## config.mk

```make
export PLATFORM = sky130hd
export DESIGN_NAME = seg7_capture_decoder
export DESIGN_NICKNAME = d
export VERILOG_FILES = /design/src/rtl/seg7_capture_decoder.sv
export SDC_FILE = /design/constraint.sdc
export NUM_CORES = 1
export LEC_CHECK = 0
export CAP_MARGIN = 10
export CORE_ASPECT_RATIO = 0.6
export CORE_MARGIN = 2
export CORE_UTILIZATION = 50
export DETAILED_ROUTE_END_ITERATION = 12
export GPL_TIMING_DRIVEN = 0
export PLACE_DENSITY = 0.68
export SLEW_MARGIN = 20
export SYNTH_ARGS = -nofsm -noshare
export SYNTH_HDL_FRONTEND = slang
export SYNTH_SLANG_ARGS = --single-unit
```

## constraint.sdc

```tcl
create_clock -name clk -period 3 [get_ports clk]
set_input_delay 0.6 -clock clk [delete_from_list [all_inputs] [get_ports clk]]
set_output_delay 0.6 -clock clk [all_outputs]
set_load 0.01 [all_outputs]
```

## src/rtl/seg7_capture_decoder.sv

```systemverilog
// Purpose: recovers 4-digit hex frames by snooping a multiplexed 7-segment display's pins.
// Latency: a digit is captured STABLE_CYCLES+2 edges after it first appears on the pins; the frame loads on the same edge as its last capture.
// Backpressure: frame_ready holds frame_out until frame_ack; complete frames seen while it is held are dropped and flagged on overrun.
module seg7_capture_decoder #(
    parameter int unsigned STABLE_CYCLES = 4
) (
    input  logic        clk,
    input  logic        reset_n,
    input  logic [6:0]  segments_in,
    input  logic [3:0]  digit_sel_in,
    input  logic        invert,
    output logic [15:0] frame_out,
    output logic [3:0]  frame_err,
    output logic        frame_ready,
    input  logic        frame_ack,
    output logic        overrun
);

    typedef enum logic [0:0] {
        COLLECT = 1'b0,
        READY   = 1'b1
    } state_t;

    localparam logic [3:0] STABLE_MAX = 4'(STABLE_CYCLES);

    logic [6:0]  seg_meta, seg_sync;
    logic [3:0]  sel_meta, sel_sync;
    logic [6:0]  lit;
    logic [6:0]  prev_lit;
    logic [3:0]  prev_sel;
    logic [3:0]  stable_cnt;
    logic        sel_onehot;
    logic [1:0]  sel_idx;
    logic        same;
    logic        capture;
    logic [3:0]  dec_nib;
    logic        dec_err;
    logic [15:0] live_nib_q, live_nib_d;
    logic [3:0]  live_err_q, live_err_d;
    logic [3:0]  cap_bits;
    logic [3:0]  mask_q, mask_d;
    logic        mask_full;
    state_t      state_q, state_d;
    logic        load_frame;
    logic        set_overrun;
    logic        ack_take;

    // Pins are unrelated to clk, so nothing touches them before two flops.
    always_ff @(posedge clk) begin
        if (!reset_n) begin
            seg_meta <= '0;
            seg_sync <= '0;
            sel_meta <= '0;
            sel_sync <= '0;
        end else begin
            seg_meta <= segments_in;
            seg_sync <= seg_meta;
            sel_meta <= digit_sel_in;
            sel_sync <= sel_meta;
        end
    end

    assign lit = invert ? ~seg_sync : seg_sync;

    always_comb begin
        sel_onehot = 1'b1;
        sel_idx    = 2'd0;
        case (sel_sync)
            4'b0001: sel_idx = 2'd0;
            4'b0010: sel_idx = 2'd1;
            4'b0100: sel_idx = 2'd2;
            4'b1000: sel_idx = 2'd3;
            default: sel_onehot = 1'b0;
        endcase
    end

    // Stability is judged on lit so that flipping invert restarts the window too.
    assign same    = ({sel_sync, lit} == {prev_sel, prev_lit});
    assign capture = same && sel_onehot && (stable_cnt == STABLE_MAX - 4'd1);

    always_ff @(posedge clk) begin
        if (!reset_n) begin
            prev_sel   <= '0;
            prev_lit   <= '0;
            stable_cnt <= '0;
        end else begin
            prev_sel <= sel_sync;
            prev_lit <= lit;
            if (!same || !sel_onehot) begin
                stable_cnt <= '0;
            end else if (stable_cnt != STABLE_MAX) begin
                stable_cnt <= stable_cnt + 4'd1;
            end
        end
    end

    always_comb begin
        dec_nib = 4'h0;
        dec_err = 1'b0;
        case (lit)
            7'b0111111: dec_nib = 4'h0;
            7'b0000110: dec_nib = 4'h1;
            7'b1011011: dec_nib = 4'h2;
            7'b1001111: dec_nib = 4'h3;
            7'b1100110: dec_nib = 4'h4;
            7'b1101101: dec_nib = 4'h5;
            7'b1111101: dec_nib = 4'h6;
            7'b0000111: dec_nib = 4'h7;
            7'b1111111: dec_nib = 4'h8;
            7'b1101111: dec_nib = 4'h9;
            7'b1110111: dec_nib = 4'hA;
            7'b1111100: dec_nib = 4'hB;
            7'b0111001: dec_nib = 4'hC;
            7'b1011110: dec_nib = 4'hD;
            7'b1111001: dec_nib = 4'hE;
            7'b1110001: dec_nib = 4'hF;
            default:    dec_err = 1'b1;
        endcase
    end

    // Live slots including this edge's capture, so a frame can load in the same cycle.
    always_comb begin
        live_nib_d = live_nib_q;
        live_err_d = live_err_q;
        cap_bits   = 4'b0000;
        if (capture) begin
            live_nib_d[{sel_idx, 2'b00} +: 4] = dec_nib;
            live_err_d[sel_idx]               = dec_err;
            cap_bits                          = sel_sync;
        end
    end

    assign mask_full = ((mask_q | cap_bits) == 4'hF);

    always_comb begin
        state_d     = state_q;
        mask_d      = mask_q | cap_bits;
        load_frame  = 1'b0;
        set_overrun = 1'b0;
        ack_take    = 1'b0;
        case (state_q)
            COLLECT: begin
                if (mask_full) begin
                    load_frame = 1'b1;
                    mask_d     = 4'b0000;
                    state_d    = READY;
                end
            end
            READY: begin
                // Ack takes priority; a frame completing on the same edge is simply lost.
                if (frame_ack) begin
                    ack_take = 1'b1;
                    mask_d   = 4'b0000;
                    state_d  = COLLECT;
                end else if (mask_full) begin
                    set_overrun = 1'b1;
                    mask_d      = 4'b0000;
                end
            end
            default: state_d = COLLECT;
        endcase
    end

    always_ff @(posedge clk) begin
        if (!reset_n) begin
            state_q     <= COLLECT;
            mask_q      <= '0;
            live_nib_q  <= '0;
            live_err_q  <= '0;
            frame_out   <= '0;
            frame_err   <= '0;
            frame_ready <= 1'b0;
            overrun     <= 1'b0;
        end else begin
            state_q    <= state_d;
            mask_q     <= mask_d;
            live_nib_q <= live_nib_d;
            live_err_q <= live_err_d;
            if (load_frame) begin
                frame_out   <= live_nib_d;
                frame_err   <= live_err_d;
                frame_ready <= 1'b1;
            end else if (ack_take) begin
                frame_ready <= 1'b0;
            end
            if (ack_take) begin
                overrun <= 1'b0;
            end else if (set_overrun) begin
                overrun <= 1'b1;
            end
        end
    end

endmodule

```

Word-level counts from Yosys, hierarchy flattened:

Index checks and enable logic that the tools add are counted.

* flip-flop bits (word level): 84
* word-level logic and storage cells: 85

* add/subtract/negate cells: 2
* order comparisons: 2
* equal/unequal tests: 24
* shifts and indexed selects: 2
* mux-type cells: 25
* bitwise gates (word level): 4
* reduce and logical (&&, ||, !) cells: 11

Operator list (count)
* $eq A7 B7 Y1 const B: 12
* $pmux W4 S15: 1
* $bwmux W16: 1
* $mux W16: 1
* $mux W4: 4
* $reduce_or A16 Y1: 1
* $shift A4 B6 Y16 const A: 1
* $shiftx A4 B6 Y16: 1
* $eq A7 B3 Y1 const B: 2
* $eq A7 B6 Y1 const B: 2
* $mux W1: 12
* $eq A11 B11 Y1: 1
* $eq A4 B2 Y1 const B: 2
* $eq A4 B4 Y1 const B: 2
* $pmux W4 S2: 1
* $mux W7: 1
* $not A7 Y7: 1
* $neg A4 Y6: 1
* $pmux W2 S3: 1
* $add A4 B1 Y4 const B: 1
* $bwmux W4: 1
* $eq A4 B1 Y1 const B: 1
* $eq A4 B3 Y1 const B: 1
* $ne A4 B3 Y1 const B: 1
* other kinds (12): 17

Longest topological paths before layout:

Gate-level depths: netlist (run 1).

* depth in word-level cells: 11
* gate-level depth with buffers: 11
* mapped depth without buffers: 9

Worst setup path after synthesis (run 1):

Ideal clock, no wire load.

* path kind: in2reg
* start: input invert
* end: register frame_out[15]
* setup time: 0.121 ns
* data arrival time: 2.321 ns
* path slack: 0.558 ns
* stages: 8
* path buffers: 2
* cells stage by stage: nor4_1 > and2_0 > buf_2 > o2111ai_2 > a22o_1 > or3_1 > buf_6 > mux2_4

* cells in the longest elaborated chain, start to end: 9

RTL lines
* start, declared: line 11 `input logic invert,`
* $mux W7 *: line 63 `assign lit = invert ? ~seg_sync : seg_sync;`
* parallel branches: the longest is 8 deep, another holds $shiftx A4 B6 Y16
* end signal, assigned: line 180 `frame_out <= live_nib_d;`
* end, declared: line 12 `output logic [15:0] frame_out,`

Mark *: on every way between the ends.
A chain may end at the register's enable or synchronous reset.

Worst setup path in the final report (run 1):

* start: input invert
* end: register frame_out[7]

The elaborated chain is that of the path after synthesis.

==> results of run 1 <==
placed cells by master, fill, tap and decap left out, types with 7 or more instances in the layout:
cell             count
nor4_1               7
nand2_1             22
a21oi_1             11
dfxtp_1             84
nand2b_1            10
o21ai_0             22
mux2i_1              9
o22ai_1              8
o311ai_0             8
xor2_1              13
clkbuf_16            9
nor2_1              29
clkbuf_1            22
and2_1              44
clkdlybuf4s50_1     36
inv_1               18
a22oi_1              9
metal layers:
layer	track usage [%]	vias to the layer above
met5	0	-
met4	6.75	0
met3	8.05	11
met2	33.3	141
met1	38.0	1637
li1	-	1686
metrics by stage:
step | cells | TNS (ps) | setup slack, ps
final | 604 | 0 | 38.9
after global routing | 604 | 0 | 1.29
after CTS | 605 | 0 | 27.8
after detailed placement | 589 | -10940 | -403
after global placement | 589 | -13240 | -480
after floorplan | 445 | 0 | 558
sequential cells by signal, indices dropped and copies added, names as in the netlist, 7 cells and up:
name / cells
frame_out: 16
live_nib_q: 16
prev_lit: 7
seg_meta: 7
seg_sync: 7
final cells by class:
class | count | area share, %
repair buffers | 36 | 7.50
clock buffers | 12 | 5.13
multi-input cells | 311 | 44.0
inverters | 18 | 1.41
plain buffers | 31 | 3.15
clock inverters | 4 | 1.02
flip-flops and latches | 84 | 35.0
well taps | 108 | 2.81
power groups by stage:
stage                     sequential [mW]  combinational [mW]  clock (mW)
after detailed placement             1.18               0.194           0
after CTS                            1.15               0.196        1.11
after global placement               1.18               0.192           0
after floorplan                      1.17               0.132           0
final                                1.15               0.202        1.10
after global routing                 1.15               0.220        1.16
cells in the mapped netlist, drive strengths merged, types with 4 or more instances:
library cell and n:
dfxtp 84, and2 45, nor2 31, clkbuf 25
nand2 22, o21ai 22, inv 18, xor2 13
a21oi 11, nand2b 10, a22oi 9, mux2i 9
nor4 9, o22ai 9, o311ai 9, buf 7
a21boi 6, ha 6, nand3 6, or3 6
a32o 5, nand3b 5, nor3 5, xnor2 5
a211oi 4, a22o 4, nand4 4, nor2b 4
nor3b 4, nor4b 4, o2111ai 4
logic make-up after synthesis:
family,share of synthesized area [%]
AO/OA/AOI/OAI,18.8
XOR/XNOR,3.96
adder cells (fa/ha/maj),1.88
buffers and inverters,5.37
flip-flops,42.2
multiplexers,3.02
AND/OR/NAND/NOR,24.7
worst paths after layout:
path / to / slack (ps) / cells after the start
max: frame_out[7] / 40 / 9
min: seg_sync[3] / 430 / 1
max reg2reg: frame_out[7] / 220 / 8
min reg2reg: seg_sync[3] / 430 / 1
==> metrics.cfg, run 1 <==
[run_status]
outcome = complete, no violations

[floorplan]
die_area_mm2 = 0.00872
start_util_pct = 51.1
coreArea_mm2 = 0.00779
io_pins = 37
die_y_um = 73.1
rows = 25
die_x_um = 119

[job]
drv_cap = 0

[cells_and_area]
layout.nets = 512
drive_gt1_share_pct = 8.27
diodes = 0
fin_util_pct = 61.7
multi_input_area_mm2 = 0.00211
seqCellArea_mm2 = 0.00168
syn2layout_area_growth_pct = 20.6
fillers = 687
finalInstanceArea_mm2 = 0.00480

[logic_synthesis]
ys_async_sr_fraction_pct = 0
synth_area_mm2 = 0.00398
syn-instance-count = 445
yosys_warnings = 0
synth_top_area_share_pct = 42.2
synth_flop_cell = dfxtp_1
yosys.cell_types.count = 62
synth-edff-count = 0
yosys-top-cells-area = dfxtp_1 (42%), and2_1 (6.9%), xor2_1 (2.9%), nor2_1 (2.8%), o21ai_0 (2.8%)
ys_ff_latch = 84
netlist.top_cell.by_area = dfxtp_1
syn_avg_cell_area_um2 = 8.95
ys_seq_area_share_pct = 42.2
syn-num-nets = 466

[detailed_routing]
wl_met3_um = 886
wl_per_cell_um = 17.3
wl_met1_um = 5450
drt-total-wl_um = 10400
topRoutingLayerUsed = met4
ant_nets = 0
drt_iter0_drc = 427
firstDrtPassIters = 5
wl_met2_um = 3970
drc = 0
dr_total_vias = 3475
viasPerCell = 5.75

[clock_network]
clock_latency_ps = 340
cts_tree = done
htreeDepth = 3
hold_buffers = 0
post_cts.repair.setup_buffers = 0
cts_resized = 3
clkTransAtPathRegs_ps = 60
cts_made_buffers = 9
cts.sinks = 84
clk_path_buf_depth = 2
cts_root_buf = clkbuf_16

[sta]
fin_worst_skew_ps = 3.69
final-setup-viol-count = 0
rsz0062_at_grt = no
hold_ws_ps = 434
period_needed_ps = 2960
slew_headroom_pct = 54.6
fmax_mhz = 338
min_period_over_period_pct = 98.7
slew_viol_final = 0
worst_pin_slew_ps = 677
finalHoldViolCount = 0

[worst_setup_path]
cp_slowest_cell = clkdlybuf4s50_1
required_ps = 3230
arrival_ps = 3190
crit_path_start_kind = primary input
critical-path-top-delay-family = buffers and inverters
r2r_start = seg_sync[2]
crit_path_max_fanout = 10
critPathBufInv = 3
endpoint_kind = register
cp-startpoint = invert
crit_type = in -> reg
crit_chain = clkdlybuf4s50_1 > nor4_1 > and2_0 > buf_2 > o2111ai_2 > a22o_1 > or3_1 > buf_6 > mux2_4
cpPeakStageDelay_ps = 550

[power]
swShare_pct = 23.1
cellPowerDensity_mw_per_mm2 = 510
total_power_mw = 2.45
p_sw_mw = 0.566
pwr-share-seq_pct = 47.1
pwr-share-comb_pct = 8.3
ir_drop_v = 0.000302
p_leak_nw = 1.80
p_int_mw = 1.88
p_clk_share_pct = 44.7

[global_routing]
grt_max_degree = 14
grt_pass1_vias = 3148
antenna_found_initial = 0
grt_pass1_wl_um = 16500
grt_overflow_total = 0
grtUsageTotal_pct = 25.0

[placement]
dpl_cell_area_mm2 = 0.00448
place_congestion = 0.911
io_buffers = 36
hpwl_um = 7620

[worst_hold_path]
min_from = seg_meta[3]
hold_path_class = reg -> reg

Power figures use the tool's default switching activity.
==> run 2: changes to the inputs <==
CTS_CLUSTER_DIAMETER = 80   (was default)
PLACE_DENSITY = 0.77   (was 0.68)
==> run 2 against run 1 <==
Compared with the run above:
- highest routed layer unchanged
- die area is the same
- core utilization decreased by 0.24 points
- clock skew rose by 1.8 ps
- non-clock buffer count grew 1
- sequential cell count is the same
- largest cell class unchanged
- sequential share of layout area increased by 0.14 points
==> metrics.cfg, run 2 (same netlist as run 1, synthesis figures left out) <==
[cells_and_area]
final_common_cell = dfxtp_1  ; unchanged
reg_top3 = frame_out: 16 flops, live_nib_q: 16 flops  ; unchanged
diodes = 0  ; unchanged
final_cell_mix = dfxtp_1 (84), and2_1 (44), clkdlybuf4s50_1 (35), nor2_1 (29), clkbuf_1 (23)  ; was dfxtp_1 (84), and2_1 (44), clkdlybuf4s50_1 (36), nor2_1 (29)
layout.nets = 513  ; was 512
syn2layout_area_growth_pct = 20.1  ; was 20.6%
finalInstanceArea_mm2 = 0.00478  ; was 0.00480 mm²
drive_gt1_share_pct = 8.25  ; was 8.27%
final_cells = 605  ; was 604

[floorplan]
die_x_um = 119  ; unchanged
start_util_pct = 51.1  ; unchanged
die_area_mm2 = 0.00872  ; unchanged
io_pins = 37  ; unchanged
die_y_um = 73.1  ; unchanged
rows = 25  ; unchanged
coreArea_mm2 = 0.00779  ; unchanged

[power]
cellPowerDensity_mw_per_mm2 = 493  ; was 510 mW/mm²
p_leak_nw = 1.79  ; was 1.80 nW
ir_drop_v = 0.000351  ; was 0.000302 V
total_power_mw = 2.36  ; was 2.45 mW

[worst_setup_path]
arrival_ps = 2960  ; was 3190 ps
endpoint_kind = register  ; unchanged
crit_path_max_fanout = 10  ; unchanged
crit_type = reg -> reg  ; was in -> reg
rrSetupSlack_ps = 270  ; was 220 ps
crit_path_start_kind = register  ; was primary input
required_ps = 3230  ; about the same

[global_routing]
antenna_found_initial = 0  ; unchanged
grt_overflow_total = 0  ; unchanged
grt_pass1_vias = 3177  ; was 3148
grtUsageTotal_pct = 23.6  ; was 25.0%
grt_max_degree = 14  ; unchanged
grt_pass1_wl_um = 15700  ; was 16500 µm

[sta]
slew_viol_final = 0  ; unchanged
min_period_over_period_pct = 91.0  ; was 98.7%
setup_slack_ps = 270  ; was 38.9 ps
fin_worst_skew_ps = 5.52  ; was 3.69 ps
final-setup-viol-count = 0  ; unchanged
fmax_mhz = 366  ; was 338 MHz
rsz0062_at_grt = no  ; unchanged
slew_headroom_pct = 56.8  ; was 54.6%
finalHoldViolCount = 0  ; unchanged
worst_pin_slew_ps = 645  ; was 677 ps
period_needed_ps = 2730  ; was 2960 ps

[placement]
io_buffers = 36  ; unchanged
pre_cts_ws_ps = -415  ; was -403 ps
hpwl_um = 7310  ; was 7620 µm
place_inst = 589  ; unchanged
dpl_cell_area_mm2 = 0.00448  ; unchanged
place_congestion = 1.05  ; was 0.911

[detailed_routing]
ant_nets = 0  ; unchanged
drc = 0  ; unchanged
firstDrtPassIters = 5  ; unchanged
wl_per_cell_um = 16.6  ; was 17.3 µm
drt_iter0_drc = 238  ; was 427
drt-total-wl_um = 10000  ; was 10400 µm
dr_total_vias = 3395  ; was 3475
viasPerCell = 5.61  ; was 5.75

[job]
drv_cap = 0  ; unchanged

[clock_network]
clock_latency_ps = 340  ; about the same
cts.sinks = 84  ; unchanged
post_cts.repair.setup_buffers = 0  ; unchanged
cts_root_buf = clkbuf_16  ; unchanged
cts_made_buffers = 9  ; unchanged
clk_path_buf_depth = 2  ; unchanged
htreeDepth = 3  ; unchanged
cts_tree = done  ; unchanged
clkTransAtPathRegs_ps = 60  ; about the same

[run_status]
outcome = complete, no violations  ; unchanged

[worst_hold_path]
hold_path_class = reg -> reg  ; unchanged

[run 2: final cells by class]
type	instances	area (µm²)
inverters	18	67.6
fillers	684	3000
multi-input cells	311	2110
repair buffers	36	363
clock inverters	4	25.0
clock buffers	12	246
plain buffers	32	153
flip-flops and latches	84	1680
well taps	108	135
[run 2: worst max-delay path: stages (launching register included)]
cell       delay (ps)
dfxtp_1           490
xor2_1            140
nor4_1            310
and2_0            160
buf_2             180
o2111ai_1         210
a22o_1            340
or3_1             340
buf_6             160
mux2_4            290
[run 2: worst paths after layout]
| path | cells after the start | endpoint | from |
|---|---|---|---|
| max | 9 | frame_out[15] | seg_sync[5] |
| min | 1 | seg_sync[4] | seg_meta[4] |
| max reg2reg | 9 | frame_out[15] | seg_sync[5] |
| min reg2reg | 1 | seg_sync[4] | seg_meta[4] |
[run 2: per-layer routing]
| metal | share of wire [%] | routed length (µm) | up-vias | track usage (%) |
|---|---|---|---|---|
| met5 | 0 | 0 | - | 0 |
| met4 | 1.3 | 130 | 0 | 7.54 |
| met3 | 6.7 | 672 | 14 | 6.48 |
| met2 | 40 | 3990 | 94 | 33.5 |
| met1 | 52 | 5240 | 1607 | 34.5 |
| li1 | - | - | 1680 | - |
[run 2: per-stage QoR]
stage / utilization, % / TNS, ps / hold WS [ps]
6_report: 61.4 / 0 / 431
4_1_cts: 61.0 / 0 / 437
5_1_grt: 61.4 / 0 / 455
3_5_place_dp: 57.5 / -10300 / 422
2_1_floorplan: - / 0 / 412
3_3_place_gp: 57.5 / -9620 / 416
[run 2: report_power, final]
group | switching, mW | total [mW] | internal (mW)
logic | 0.117 | 0.198 | 0.0809
clock network | 0.427 | 1.01 | 0.580
registers | 0.0147 | 1.15 | 1.14
total | 0.559 | 2.36 | 1.80
[run 2: what timing repair did]
action                                  in CTS  in global routing
resized for setup                            2                 14
pin swaps                                    0                  0
hold buffers                                 0                  0
endpoints found under the setup margin       5                 28
